===== src/rtl/queue_serializer.sv =====
`default_nettype none
// ============================================================================
// Module      : queue_serializer
// Description : Pops one MSG_WIDTH-bit message from the message queue using
//               its one-cycle read handshake. Replays the message as a stream
//               of BEAT_WIDTH-bit beats, LSB beat first, under valid/ready
//               flow control. When the queue reports empty, the block waits
//               RETRY_DELAY cycles and then requests again.
//
// Parameters  : MSG_WIDTH   - width of one queued message
//               BEAT_WIDTH  - width of one output beat
//               RETRY_DELAY - idle cycles after an empty pop (>= 1)
//
// Ports       : clock      in   sole clock, rising edge
//               reset      in   synchronous, active-high
//               q_data     in   message from the queue read port
//               q_valid    in   queue read_en: pop succeeded, q_data valid
//               q_pop      out  queue read_ack: one-cycle pop request
//               out_data   out  current beat
//               out_valid  out  beat valid
//               out_ready  in   sink accepts beat
//               out_last   out  current beat is the final beat of the message
//               busy       out  a message is held and not fully sent
//               msg_count  out  messages fully sent, wraps at 2^16
//               out_parity out  XOR of out_data (only with
//                               QUEUE_SERIALIZER_PARITY_EN defined)
//
// Options     : QUEUE_SERIALIZER_PARITY_EN - adds the out_parity port
//
// Revision    : 1.0 - initial release
// ============================================================================
module queue_serializer #(
    parameter int MSG_WIDTH   = 16,
    parameter int BEAT_WIDTH  = 4,
    parameter int RETRY_DELAY = 3
) (
    input  logic                  clock,
    input  logic                  reset,
    input  logic [MSG_WIDTH-1:0]  q_data,
    input  logic                  q_valid,
    output logic                  q_pop,
    output logic [BEAT_WIDTH-1:0] out_data,
    output logic                  out_valid,
    input  logic                  out_ready,
    output logic                  out_last,
    output logic                  busy,
    output logic [15:0]           msg_count
`ifdef QUEUE_SERIALIZER_PARITY_EN
    ,
    output logic                  out_parity
`endif
);

    // ------------------------------------------------------------------------
    // Derived constants
    // ------------------------------------------------------------------------
    localparam int c_BEATS = (MSG_WIDTH + BEAT_WIDTH - 1) / BEAT_WIDTH;
    // The message is held zero-extended to a whole number of beats so the
    // final (partial) beat reads 0 above MSG_WIDTH without extra masking.
    localparam int c_PAD_W = c_BEATS * BEAT_WIDTH;
    localparam int c_IDX_W = (c_BEATS > 1) ? $clog2(c_BEATS) : 1;
    localparam int c_CNT_W = (RETRY_DELAY > 1) ? $clog2(RETRY_DELAY + 1) : 1;

    localparam logic [c_IDX_W-1:0] c_LAST_IDX = c_IDX_W'(c_BEATS - 1);
    localparam logic [c_IDX_W-1:0] c_IDX_ONE  = c_IDX_W'(1);
    localparam logic [c_CNT_W-1:0] c_RETRY    = c_CNT_W'(RETRY_DELAY);
    localparam logic [c_CNT_W-1:0] c_CNT_ONE  = c_CNT_W'(1);

    // ------------------------------------------------------------------------
    // State machine encoding
    // ------------------------------------------------------------------------
    typedef enum logic [1:0] {
        S_REQ     = 2'd0,
        S_WAIT    = 2'd1,
        S_SEND    = 2'd2,
        S_BACKOFF = 2'd3
    } state_t;

    state_t               r_state;
    state_t               w_next_state;

    logic [c_PAD_W-1:0]   r_msg;        // shift register, current beat in LSBs
    logic [c_IDX_W-1:0]   r_idx;        // index of the beat being presented
    logic [c_CNT_W-1:0]   r_cnt;        // backoff cycles remaining
    logic [15:0]          r_msg_count;

    logic [c_PAD_W-1:0]   w_msg_pad;
    logic                 w_last;

    // ------------------------------------------------------------------------
    // Zero-extension of the incoming message to whole beats
    // ------------------------------------------------------------------------
    generate
        if (c_PAD_W > MSG_WIDTH) begin : g_pad
            assign w_msg_pad = {{(c_PAD_W - MSG_WIDTH){1'b0}}, q_data};
        end else begin : g_no_pad
            assign w_msg_pad = q_data;
        end
    endgenerate

    assign w_last = (r_idx == c_LAST_IDX);

    // ------------------------------------------------------------------------
    // State register
    // ------------------------------------------------------------------------
    always_ff @(posedge clock) begin
        if (reset) begin
            r_state <= S_REQ;
        end else begin
            r_state <= w_next_state;
        end
    end

    // ------------------------------------------------------------------------
    // Next-state and output decode
    // ------------------------------------------------------------------------
    always_comb begin
        w_next_state = r_state;
        q_pop        = 1'b0;
        out_valid    = 1'b0;
        out_last     = 1'b0;
        busy         = 1'b0;
        out_data     = '0;

        case (r_state)
            S_REQ: begin
                // The state already reads REQ while reset is still high, so
                // the pop is gated off until reset is released.
                q_pop        = !reset;
                w_next_state = S_WAIT;
            end

            S_WAIT: begin
                // The queue answers exactly one cycle after the pop.
                w_next_state = q_valid ? S_SEND : S_BACKOFF;
            end

            S_BACKOFF: begin
                if (r_cnt <= c_CNT_ONE) begin
                    w_next_state = S_REQ;
                end
            end

            S_SEND: begin
                out_valid = 1'b1;
                busy      = 1'b1;
                out_data  = r_msg[BEAT_WIDTH-1:0];
                out_last  = w_last;
                if (out_ready && w_last) begin
                    w_next_state = S_REQ;
                end
            end

            default: begin
                w_next_state = S_REQ;
            end
        endcase
    end

    // ------------------------------------------------------------------------
    // Datapath: message shift register, beat index, backoff and message count
    // ------------------------------------------------------------------------
    always_ff @(posedge clock) begin
        if (reset) begin
            r_msg       <= '0;
            r_idx       <= '0;
            r_cnt       <= '0;
            r_msg_count <= '0;
        end else begin
            case (r_state)
                S_WAIT: begin
                    if (q_valid) begin
                        r_msg <= w_msg_pad;
                        r_idx <= '0;
                    end else begin
                        r_cnt <= c_RETRY;
                    end
                end

                S_BACKOFF: begin
                    r_cnt <= r_cnt - c_CNT_ONE;
                end

                S_SEND: begin
                    // Nothing moves without a handshake, which keeps the
                    // beat, its last flag and its parity stable under stall.
                    if (out_ready) begin
                        if (w_last) begin
                            r_msg_count <= r_msg_count + 16'd1;
                        end else begin
                            r_msg <= r_msg >> BEAT_WIDTH;
                            r_idx <= r_idx + c_IDX_ONE;
                        end
                    end
                end

                default: begin
                end
            endcase
        end
    end

    assign msg_count = r_msg_count;

`ifdef QUEUE_SERIALIZER_PARITY_EN
    // out_data is forced to 0 outside SEND, so parity is 0 there as well.
    assign out_parity = ^out_data;
`endif

endmodule

`default_nettype wire


===== config.mk =====
export PLATFORM = sky130hd
export DESIGN_NAME = queue_serializer
export DESIGN_NICKNAME = d
export VERILOG_FILES = /design/src/rtl/queue_serializer.sv
export SDC_FILE = /design/constraint.sdc
export NUM_CORES = 1
export LEC_CHECK = 0
export BUFFER_PORTS_ARGS = -buffer_cell sky130_fd_sc_hd__buf_2
export CORE_MARGIN = 2
export CORE_UTILIZATION = 34
export CTS_BUF_LIST = sky130_fd_sc_hd__clkbuf_8 sky130_fd_sc_hd__clkbuf_16
export CTS_CLUSTER_DIAMETER = 30
export DETAILED_ROUTE_END_ITERATION = 8
export GPL_ROUTABILITY_DRIVEN = 0
export PLACE_DENSITY = 0.6
export SYNTH_ARGS = -nofsm -noshare
export SYNTH_HDL_FRONTEND = slang
export SYNTH_SLANG_ARGS = --single-unit

===== constraint.sdc =====
create_clock -name clock -period 2.4 [get_ports clock]
set_input_delay 0.48 -clock clock [delete_from_list [all_inputs] [get_ports clock]]
set_output_delay 0.48 -clock clock [all_outputs]
set_load 0.005 [all_outputs]

==> results.sh, run 1 <==
export IMPL_p_leak_nw=0.901
export IMPL_finClkSkew_ns=0.00239
export IMPL_vias_per_cell=4.75
export IMPL_nets=273
export IMPL_worstPathMaxFanout=15
export IMPL_diodes=0
export IMPL_pre_cts_slack_ns=0.479
export IMPL_placed_cell_area_um2=2010
export IMPL_synthesis_area_um2=1760
export IMPL_routed_wl_um=3880
export IMPL_numPortBuffers=43
export IMPL_die_area_um2=5770
export IMPL_yosys_area_top_type="dfxtp_1"
export IMPL_cts_hold_buf=0
export IMPL_post_cts_buffers=0
export IMPL_period_needed_ns=2.20
export IMPL_grt_setup_unrepaired="no"
export IMPL_post_route_period_util_pct=91.6
export IMPL_yosysUniqueCellTypes=38
export IMPL_dieWidth_um=75.9
export IMPL_tritoncts="yes"
export IMPL_insertion_delay_ns=0.29
export IMPL_timing_hold_ws_ns=0.442
export IMPL_synth_most_common_cell="dfxtp_1"
export IMPL_grt_max_degree=41
export IMPL_tns_ns=0
export IMPL_core_area_um2=5040
export IMPL_cts_buffers_inserted=5
export IMPL_cts_buffer_depth=2
export IMPL_avgSynthCellArea_um2=8.34
export IMPL_num_vias=1525
export IMPL_clk_pin_slew_worst_paths_ns=0.07
export IMPL_cp_data_required_time_ns=1.92
export IMPL_synth_edf_count=0
export IMPL_hold_viol=0
export IMPL_synth_flop_cell="dfxtp_1"
export IMPL_netlist_area_leader_share_pct=43.2
export IMPL_place_hpwl_um=2600
export IMPL_syn_nets=234
export IMPL_synth_commonest_cells="38 x dfxtp_1, 37 x nand2_1, 35 x nor2_1, 14 x a311oi_1, 9 x clkbuf_1"
export IMPL_grt_pass1_wl_um=6500
export IMPL_max_freq_ghz=0.455
export IMPL_ctsResizeCount=0
export IMPL_avgRoutedWirePerCell_um=12.1
export IMPL_instances_no_fill=321
export IMPL_relSlewSlack_pct=69.3
export IMPL_powerDensity_nw_per_um2=650
export IMPL_cts_sinks=38
export IMPL_worstPathArrival_ns=1.72
export IMPL_grt_ovfl_total=0
export IMPL_async_flop_share_pct=0
export IMPL_tightest_slew_ns=0.461
export IMPL_ys_warn_count=0
export IMPL_drv_cap=0
export IMPL_track_usage_pct=13.8
export IMPL_ys_seq_elements=38
export IMPL_ant_nets=0
export IMPL_fp_dieH_um=75.9
export IMPL_pin_count=44
export IMPL_drc=0
export IMPL_stdcell_area_um2=2120
export IMPL_grt_pass1_vias=1383
export IMPL_slew_violations=0
export IMPL_totalPowerFinal_mw=1.38
export IMPL_drive_gt1_share_pct=23.9
export IMPL_antenna_found_initial=0
export IMPL_setup_viol=0
export IMPL_area_delta_synth_final_pct=20.6
export IMPL_seq_area_frac_synth_pct=43.2
export IMPL_critPathLaunchType="flip-flop"
export IMPL_h_tree_depth=2
export IMPL_dr_first_iter_drc_count=64
export IMPL_cts_root_buf="clkbuf_8"
export IMPL_dp_cells=313
export IMPL_hp_class="input port to flip-flop"
export IMPL_outcome="finished clean"
export IMPL_fin_ws_ns=0.202
export IMPL_fin_util_pct=42.1
export IMPL_end_kind="output port"
export IMPL_synthCells=211
export IMPL_drt_first_pass_iters=4
export IMPL_peakVddDrop_uv=278
export IMPL_placementRows=26
export IMPL_start_util_pct=34.9
export IMPL_crit_type="flip-flop to output port"
export IMPL_ys_top_cells_by_area="dfxtp_1 43%, nand2_1 7.9%, nor2_1 7.5%, a311oi_1 7.0%, xor2_1 3.0%"
## critical path, cell delays in order, from the launching register on
cell,delay (ns)
dfxtp_1,0.52
nand2b_1,0.18
clkinv_1,0.32
and2_1,0.29
buf_2,0.12
## path summary, 6_finish.rpt
path	start	end	cells past startpoint	slack, ns
worst min-delay path	q_data[12]	r_msg[12]	3	0.44
worst max register to register	r_idx[0]	msg_count[15]	5	0.49
worst max-delay path	r_state[0]	out_last	4	0.20
worst min register to register	r_idx[1]	r_idx[1]	2	0.46
## cell families after synthesis
logic type                 after synthesis  synth area share (%)
and+or+nand+nor                        108                  29.7
DFF                                     38                  43.2
AOI/OAI and AO/OA                       29                  12.2
buffers and inverters                   19                  5.40
xor gates and xnor gates                11                  5.48
muxes                                    3                  1.85
adders and majority gates                3                  2.13
## layout by cell type (no fill, tap or decap), types with 2 or more instances in the layout
cell type / instances
xor2_1: 6
xnor2_1: 5
and3_1: 2
a311oi_1: 14
mux2_2: 2
and2_1: 5
nor3_1: 3
ha_1: 3
clkbuf_8: 8
nand4_1: 6
o21ai_0: 2
buf_2: 43
buf_4: 4
nand3_1: 4
nor2b_1: 2
nand2b_1: 2
inv_1: 3
or3_1: 2
nor2_1: 35
nor4_1: 2
a21oi_1: 6
a22oi_1: 4
nand2_1: 37
dfxtp_1: 38
## sequential cells by signal, indices dropped and copies added, names as in the netlist
name	count
r_state	2
r_idx	2
r_msg	16
msg_count	16
r_cnt	2
## layout make-up
class	instances	area [µm²]
fillers	517	2920
multi-input cells	154	903
flip-flops and latches	38	761
repair buffers	47	245
clock buffers	8	110
well taps	70	87.6
inverters	4	15.0
## metal layers
metal	global-route usage, %	wire [µm]	up-vias	share of wire [%]
met5	0	0	-	0
met4	5.45	49	0	1.3
met3	3.57	195	5	5.0
met2	21.0	1590	37	41
met1	18.8	2050	675	53
li1	-	-	808	-
## report_power, final
| group | internal, mW | switching (mW) | total, mW |
|---|---|---|---|
| logic | 0.0748 | 0.0994 | 0.174 |
| registers | 0.670 | 0.0277 | 0.698 |
| clock network | 0.290 | 0.218 | 0.508 |
| total | 1.03 | 0.345 | 1.38 |
Power figures use the tool's default switching activity.
==> run 2, diff against run 1 <==
--- a/config.mk
+++ b/config.mk
@@ -13,6 +13,7 @@
 export DETAILED_ROUTE_END_ITERATION = 8
 export GPL_ROUTABILITY_DRIVEN = 0
 export PLACE_DENSITY = 0.6
+export REMOVE_ABC_BUFFERS = 1
 export SYNTH_ARGS = -nofsm -noshare
 export SYNTH_HDL_FRONTEND = slang
 export SYNTH_SLANG_ARGS = --single-unit
==> run 2 against run 1 <==
  * Sequential power is essentially flat
  * Sequential share of layout area barely moved
  * Wire length decreased by 5.6%
  * Via count fell by 1.3%
  * Utilization about the same
  * Combinational power is essentially flat
  * Clock skew increased by 0.0052 ns
  * Cell area about the same
  * Largest cell class unchanged
==> results.sh, run 2 (synthesis results as in run 1) <==
export IMPL_outcome="finished clean"
export IMPL_cts_root_buf="clkbuf_8"
export IMPL_drc=0
export IMPL_cts_hold_buf=0
export IMPL_peakVddDrop_uv=398
export IMPL_critPathLaunchType="flip-flop"
export IMPL_wl_met1_um=1810
export IMPL_vias_per_cell=4.69
export IMPL_core_area_um2=5040
export IMPL_tightest_slew_ns=0.454
export IMPL_dr_first_iter_drc_count=53
export IMPL_post_route_period_util_pct=87.5
export IMPL_hold_start="q_data[14]"
export IMPL_mostFrequentLayoutCells="43 x buf_2, 38 x dfxtp_1, 37 x nand2_1, 35 x nor2_1, 14 x a311oi_1"
export IMPL_setup_viol=0
export IMPL_grt_ovfl_total=0
export IMPL_numPortBuffers=43
export IMPL_cts_buffers_inserted=5
export IMPL_drive_gt1_share_pct=23.9
export IMPL_dr_wl_met3_um=106
export IMPL_cp_data_required_time_ns=1.92
export IMPL_hold_viol=0
export IMPL_num_vias=1505
export IMPL_die_area_um2=5770
export IMPL_end_kind="output port"
export IMPL_avgRoutedWirePerCell_um=11.4
export IMPL_r2r_end="msg_count[13]"
export IMPL_ctsResizeCount=0
export IMPL_crit_slowest_cell="dfxtp_1"
export IMPL_ant_nets=0
export IMPL_worstPathMaxFanout=16
export IMPL_finClkSkew_ns=0.00756
export IMPL_cts_sinks=38
export IMPL_tritoncts="yes"
export IMPL_cts_buffer_depth=2
export IMPL_post_cts_buffers=0
export IMPL_fp_dieH_um=75.9
export IMPL_min_path_cells=3
export IMPL_slew_violations=0
export IMPL_area_delta_synth_final_pct=20.6
export IMPL_grt_max_degree=27
export IMPL_highest_layer="met4"
export IMPL_diodes=0
export IMPL_track_usage_pct=13.4
export IMPL_worstPathArrival_ns=1.62
export IMPL_timing_reg2reg_setup_slack_ns=0.48
export IMPL_powerDensity_nw_per_um2=661
export IMPL_placementRows=26
export IMPL_grt_pass1_wl_um=6200
export IMPL_hp_class="input port to flip-flop"
export IMPL_tns_ns=0
export IMPL_max_freq_ghz=0.476
export IMPL_start_util_pct=34.9
export IMPL_antenna_found_initial=0
export IMPL_nets=273
export IMPL_mostFrequentLayoutCell="buf_2"
export IMPL_drv_cap=0
export IMPL_routed_wl_um=3670
export IMPL_relSlewSlack_pct=69.7
export IMPL_dieWidth_um=75.9
export IMPL_crit_type="flip-flop to output port"
export IMPL_period_needed_ns=2.10
export IMPL_path_cells="nand2b_1, clkinv_1, buf_4, and2_1, buf_2"
export IMPL_hold_path_end="r_msg[14]"
export IMPL_met2_length_um=1690
export IMPL_reg2reg_from="r_idx[0]"
export IMPL_reg2regPathDepth=5
export IMPL_grt_setup_unrepaired="no"
export IMPL_place_hpwl_um=2610
export IMPL_grt_pass1_vias=1346
export IMPL_clk_pin_slew_worst_paths_ns=0.07
export IMPL_p_leak_nw=0.902
export IMPL_h_tree_depth=2
export IMPL_crit_path_max_incr_delay_ns=0.51
export IMPL_drt_first_pass_iters=4
export IMPL_pin_count=44
export IMPL_totalPowerFinal_mw=1.40
export IMPL_insertion_delay_ns=0.29
==> run 2: cell count changes in the layout (fill, tap and decap cells not counted) <==
cell	before	now
bufinv_16	0	1
clkbuf_8	8	5
clkinv_2	0	2
==> run 2: layer usage <==
metal | vias to the layer above | GRT usage, %
met5 | - | 0
met4 | 0 | 7.27
met3 | 5 | 4.64
met2 | 19 | 20.6
met1 | 676 | 16.6
li1 | 805 | -
==> run 2: power by group <==
part	switching (mW)	internal, mW	leakage [nW]	total (mW)
sequential	0.0280	0.670	0.310	0.698
combinational	0.0962	0.0748	0.534	0.171
clock	0.226	0.306	0.0579	0.532
==> run 2: worst max path at each step <==
stage,from,to,cells past startpoint
6_report,r_state[0],out_last,5
5_1_grt,r_state[0],out_data[0],5
3_3_place_gp,r_idx[0],msg_count[15],5
2_1_floorplan,r_state[0],out_data[0],3
3_5_place_dp,r_idx[0],msg_count[13],5
4_1_cts,r_state[0],out_last,5
==> run 2: per-stage QoR <==
step	setup WS (ns)	hold slack, ns	area [µm²]	utilization (%)	instances
after detailed placement	0.501	0.454	2010	39.9	313
after global placement	0.523	0.444	2010	39.9	313
after floorplan	0.333	0.430	1680	-	196
after CTS	0.271	0.434	2120	42.1	321
after global routing	0.140	0.430	2120	42.1	321
final	0.301	0.442	2120	42.1	321
==> run 2: worst max-delay path, delay by kind of cell (launching register included) <==
| family | cells | cell delay (ns) |
|---|---|---|
| flip-flops | 1 | 0.51 |
| AND/OR/NAND/NOR | 2 | 0.34 |
| buffers and inverters | 3 | 0.47 |
==> run 2: area by class of cell <==
class	instances	area, µm²
Timing Repair Buffer	47	245
Fill cell	534	2920
Tap cell	70	87.6
Inverter	4	15.0
Clock buffer	5	68.8
Multi-Input combinational cell	154	903
Clock inverter	3	40.0
Sequential cell	38	761
==> run 3, diff against run 2 <==
--- a/config.mk
+++ b/config.mk
@@ -6,13 +6,15 @@
 export NUM_CORES = 1
 export LEC_CHECK = 0
 export BUFFER_PORTS_ARGS = -buffer_cell sky130_fd_sc_hd__buf_2
+export CELL_PAD_IN_SITES_DETAIL_PLACEMENT = 0
+export CELL_PAD_IN_SITES_GLOBAL_PLACEMENT = 2
 export CORE_MARGIN = 2
-export CORE_UTILIZATION = 34
+export CORE_UTILIZATION = 30
 export CTS_BUF_LIST = sky130_fd_sc_hd__clkbuf_8 sky130_fd_sc_hd__clkbuf_16
 export CTS_CLUSTER_DIAMETER = 30
 export DETAILED_ROUTE_END_ITERATION = 8
 export GPL_ROUTABILITY_DRIVEN = 0
-export PLACE_DENSITY = 0.6
+export PLACE_DENSITY = 0.83
 export REMOVE_ABC_BUFFERS = 1
 export SYNTH_ARGS = -nofsm -noshare
 export SYNTH_HDL_FRONTEND = slang
==> run 3 against run 2 <==
  * Fmax down 1.2%
  * Critical path depth is 1 lower
  * Critical path type unchanged
  * Via count up 0.93%
  * Worst setup slack worse by 0.025 ns
  * Clock skew increased by 0.0014 ns
  * Total power is 10% higher
  * Count of clock-buffer cells in the layout grew 1
  * Wire length grew 4.7%
  * Die area rose by 13%
  * Hold slack better by 0.0037 ns
  * Largest cell class unchanged
  * Combinational power hardly changed
==> results.sh, run 3 (synthesis results as in run 1) <==
export IMPL_outcome="finished clean"
export IMPL_dr_first_iter_drc_count=95
export IMPL_grt_pass1_vias=1353
export IMPL_mostFrequentLayoutCells="43 x buf_2, 38 x dfxtp_1, 37 x nand2_1, 35 x nor2_1, 14 x a311oi_1"
export IMPL_vias_per_cell=4.70
export IMPL_setup_viol=0
export IMPL_relSlewSlack_pct=70.0
export IMPL_mostFrequentLayoutCell="buf_2"
export IMPL_start_util_pct=31.6
export IMPL_seq_power_share_pct=45.1
export IMPL_finClkSkew_ns=0.00901
export IMPL_p_int_mw=1.19
export IMPL_grt_pass1_wl_um=6260
export IMPL_ant_nets=0
export IMPL_crit_type="flip-flop to output port"
export IMPL_cts_buffer_depth=2
export IMPL_post_route_period_util_pct=88.5
export IMPL_crit_slowest_cell="dfxtp_1"
export IMPL_cts_sinks=38
export IMPL_placementRows=27
export IMPL_hold_viol=0
export IMPL_nets=273
export IMPL_nFillCells=594
export IMPL_ctsResizeCount=0
export IMPL_dp_cells=315
export IMPL_combPwrFrac_pct=11.2
export IMPL_drt_first_pass_iters=6
export IMPL_path_cells="nand2b_1, clkinv_1, and2_1, buf_2"
export IMPL_switching_share_pct=23.0
export IMPL_cts_buffers_inserted=5
export IMPL_period_needed_ns=2.12
export IMPL_tightest_slew_ns=0.450
export IMPL_powerDensity_nw_per_um2=716
export IMPL_critPathLaunchType="flip-flop"
export IMPL_grt_setup_unrepaired="no"
export IMPL_pin_count=44
export IMPL_clk_pin_slew_worst_paths_ns=0.08
export IMPL_drc=0
export IMPL_slew_violations=0
export IMPL_routed_wl_um=3840
export IMPL_avgRoutedWirePerCell_um=11.9
export IMPL_h_tree_depth=2
export IMPL_die_area_um2=6490
export IMPL_hp_class="input port to flip-flop"
export IMPL_peakVddDrop_uv=301
export IMPL_cts_root_buf="clkbuf_8"
export IMPL_post_cts_buffers=0
export IMPL_tns_ns=0
export IMPL_crit_path_max_incr_delay_ns=0.50
export IMPL_instances_no_fill=323
export IMPL_tritoncts="yes"
export IMPL_area_delta_synth_final_pct=22.6
export IMPL_diodes=0
export IMPL_numPortBuffers=43
export IMPL_num_vias=1519
export IMPL_cp_data_required_time_ns=1.92
export IMPL_worstPathArrival_ns=1.64
export IMPL_grt_ovfl_total=0
export IMPL_end_kind="output port"
export IMPL_fp_dieH_um=80.6
export IMPL_core_area_um2=5570
export IMPL_p_leak_nw=0.915
export IMPL_switching_power_mw=0.356
export IMPL_place_hpwl_um=2710
export IMPL_worstPathMaxFanout=12
export IMPL_insertion_delay_ns=0.29
export IMPL_power_frac_clock_pct=43.7
export IMPL_drive_gt1_share_pct=23.9
export IMPL_dieWidth_um=80.6
export IMPL_max_freq_ghz=0.471
export IMPL_grt_max_degree=27
export IMPL_track_usage_pct=12.5
export IMPL_drv_cap=0
export IMPL_antenna_found_initial=0
export IMPL_cts_hold_buf=0
-- run 3: cell types whose count changed in the layout (fill, tap and decap cells not counted) --
| cell | previous run | this run |
|---|---|---|
| bufinv_16 | 1 | 2 |
| clkbuf_8 | 5 | 6 |
| clkinv_2 | 2 | 0 |
-- run 3: worst paths after layout --
kind	startpoint	to	slack, ns	cells past startpoint
worst max-delay path	r_state[0]	out_last	0.28	4
worst min register to register	r_idx[1]	r_idx[1]	0.46	2
worst max register to register	r_idx[0]	msg_count[13]	0.51	5
worst min-delay path	q_data[1]	r_msg[1]	0.45	3
-- run 3: cell type report --
| cell class | instances | area [µm²] | share of cell area, % |
|---|---|---|---|
| inverters | 4 | 15.0 | 0.696 |
| clock inverters | 2 | 60.1 | 2.78 |
| multi-input cells | 154 | 903 | 41.9 |
| repair buffers | 47 | 245 | 11.4 |
| flip-flops and latches | 38 | 761 | 35.3 |
| well taps | 72 | 90.1 | 4.18 |
| clock buffers | 6 | 82.6 | 3.83 |
-- run 3: stage by stage --
| stage | total power [mW] | worst slack (ns) | hold slack (ns) | utilization [%] | cell area (µm²) |
|---|---|---|---|---|---|
| after floorplan | 0.815 | 0.333 | 0.430 | - | 1680 |
| after CTS | 1.57 | 0.243 | 0.440 | 38.7 | 2160 |
| after global placement | 0.887 | 0.545 | 0.445 | 36.1 | 2010 |
| after global routing | 1.62 | 0.121 | 0.446 | 38.7 | 2160 |
| final | 1.54 | 0.276 | 0.446 | 38.7 | 2160 |
| after detailed placement | 0.889 | 0.522 | 0.460 | 36.1 | 2010 |
-- run 3: metal layers --
metal | global-route usage [%] | routed length [µm]
met5 | 0 | 0
met4 | 5.59 | 46
met3 | 3.82 | 181
met2 | 18.6 | 1710
met1 | 16.5 | 1900
-- run 3: worst max-delay path: cells and delay by family (launching register included) --
family        cells  cell delay [ns]
flops             1             0.50
simple gates      2             0.46
buf+inv           2             0.39
-- run 3: power groups by stage --
stage	Clock, mW	Sequential, mW	Combinational (mW)
3_5_place_dp	0	0.712	0.177
5_1_grt	0.719	0.704	0.201
6_report	0.674	0.697	0.173
3_3_place_gp	0	0.711	0.176
2_1_floorplan	0	0.706	0.109
4_1_cts	0.692	0.697	0.177
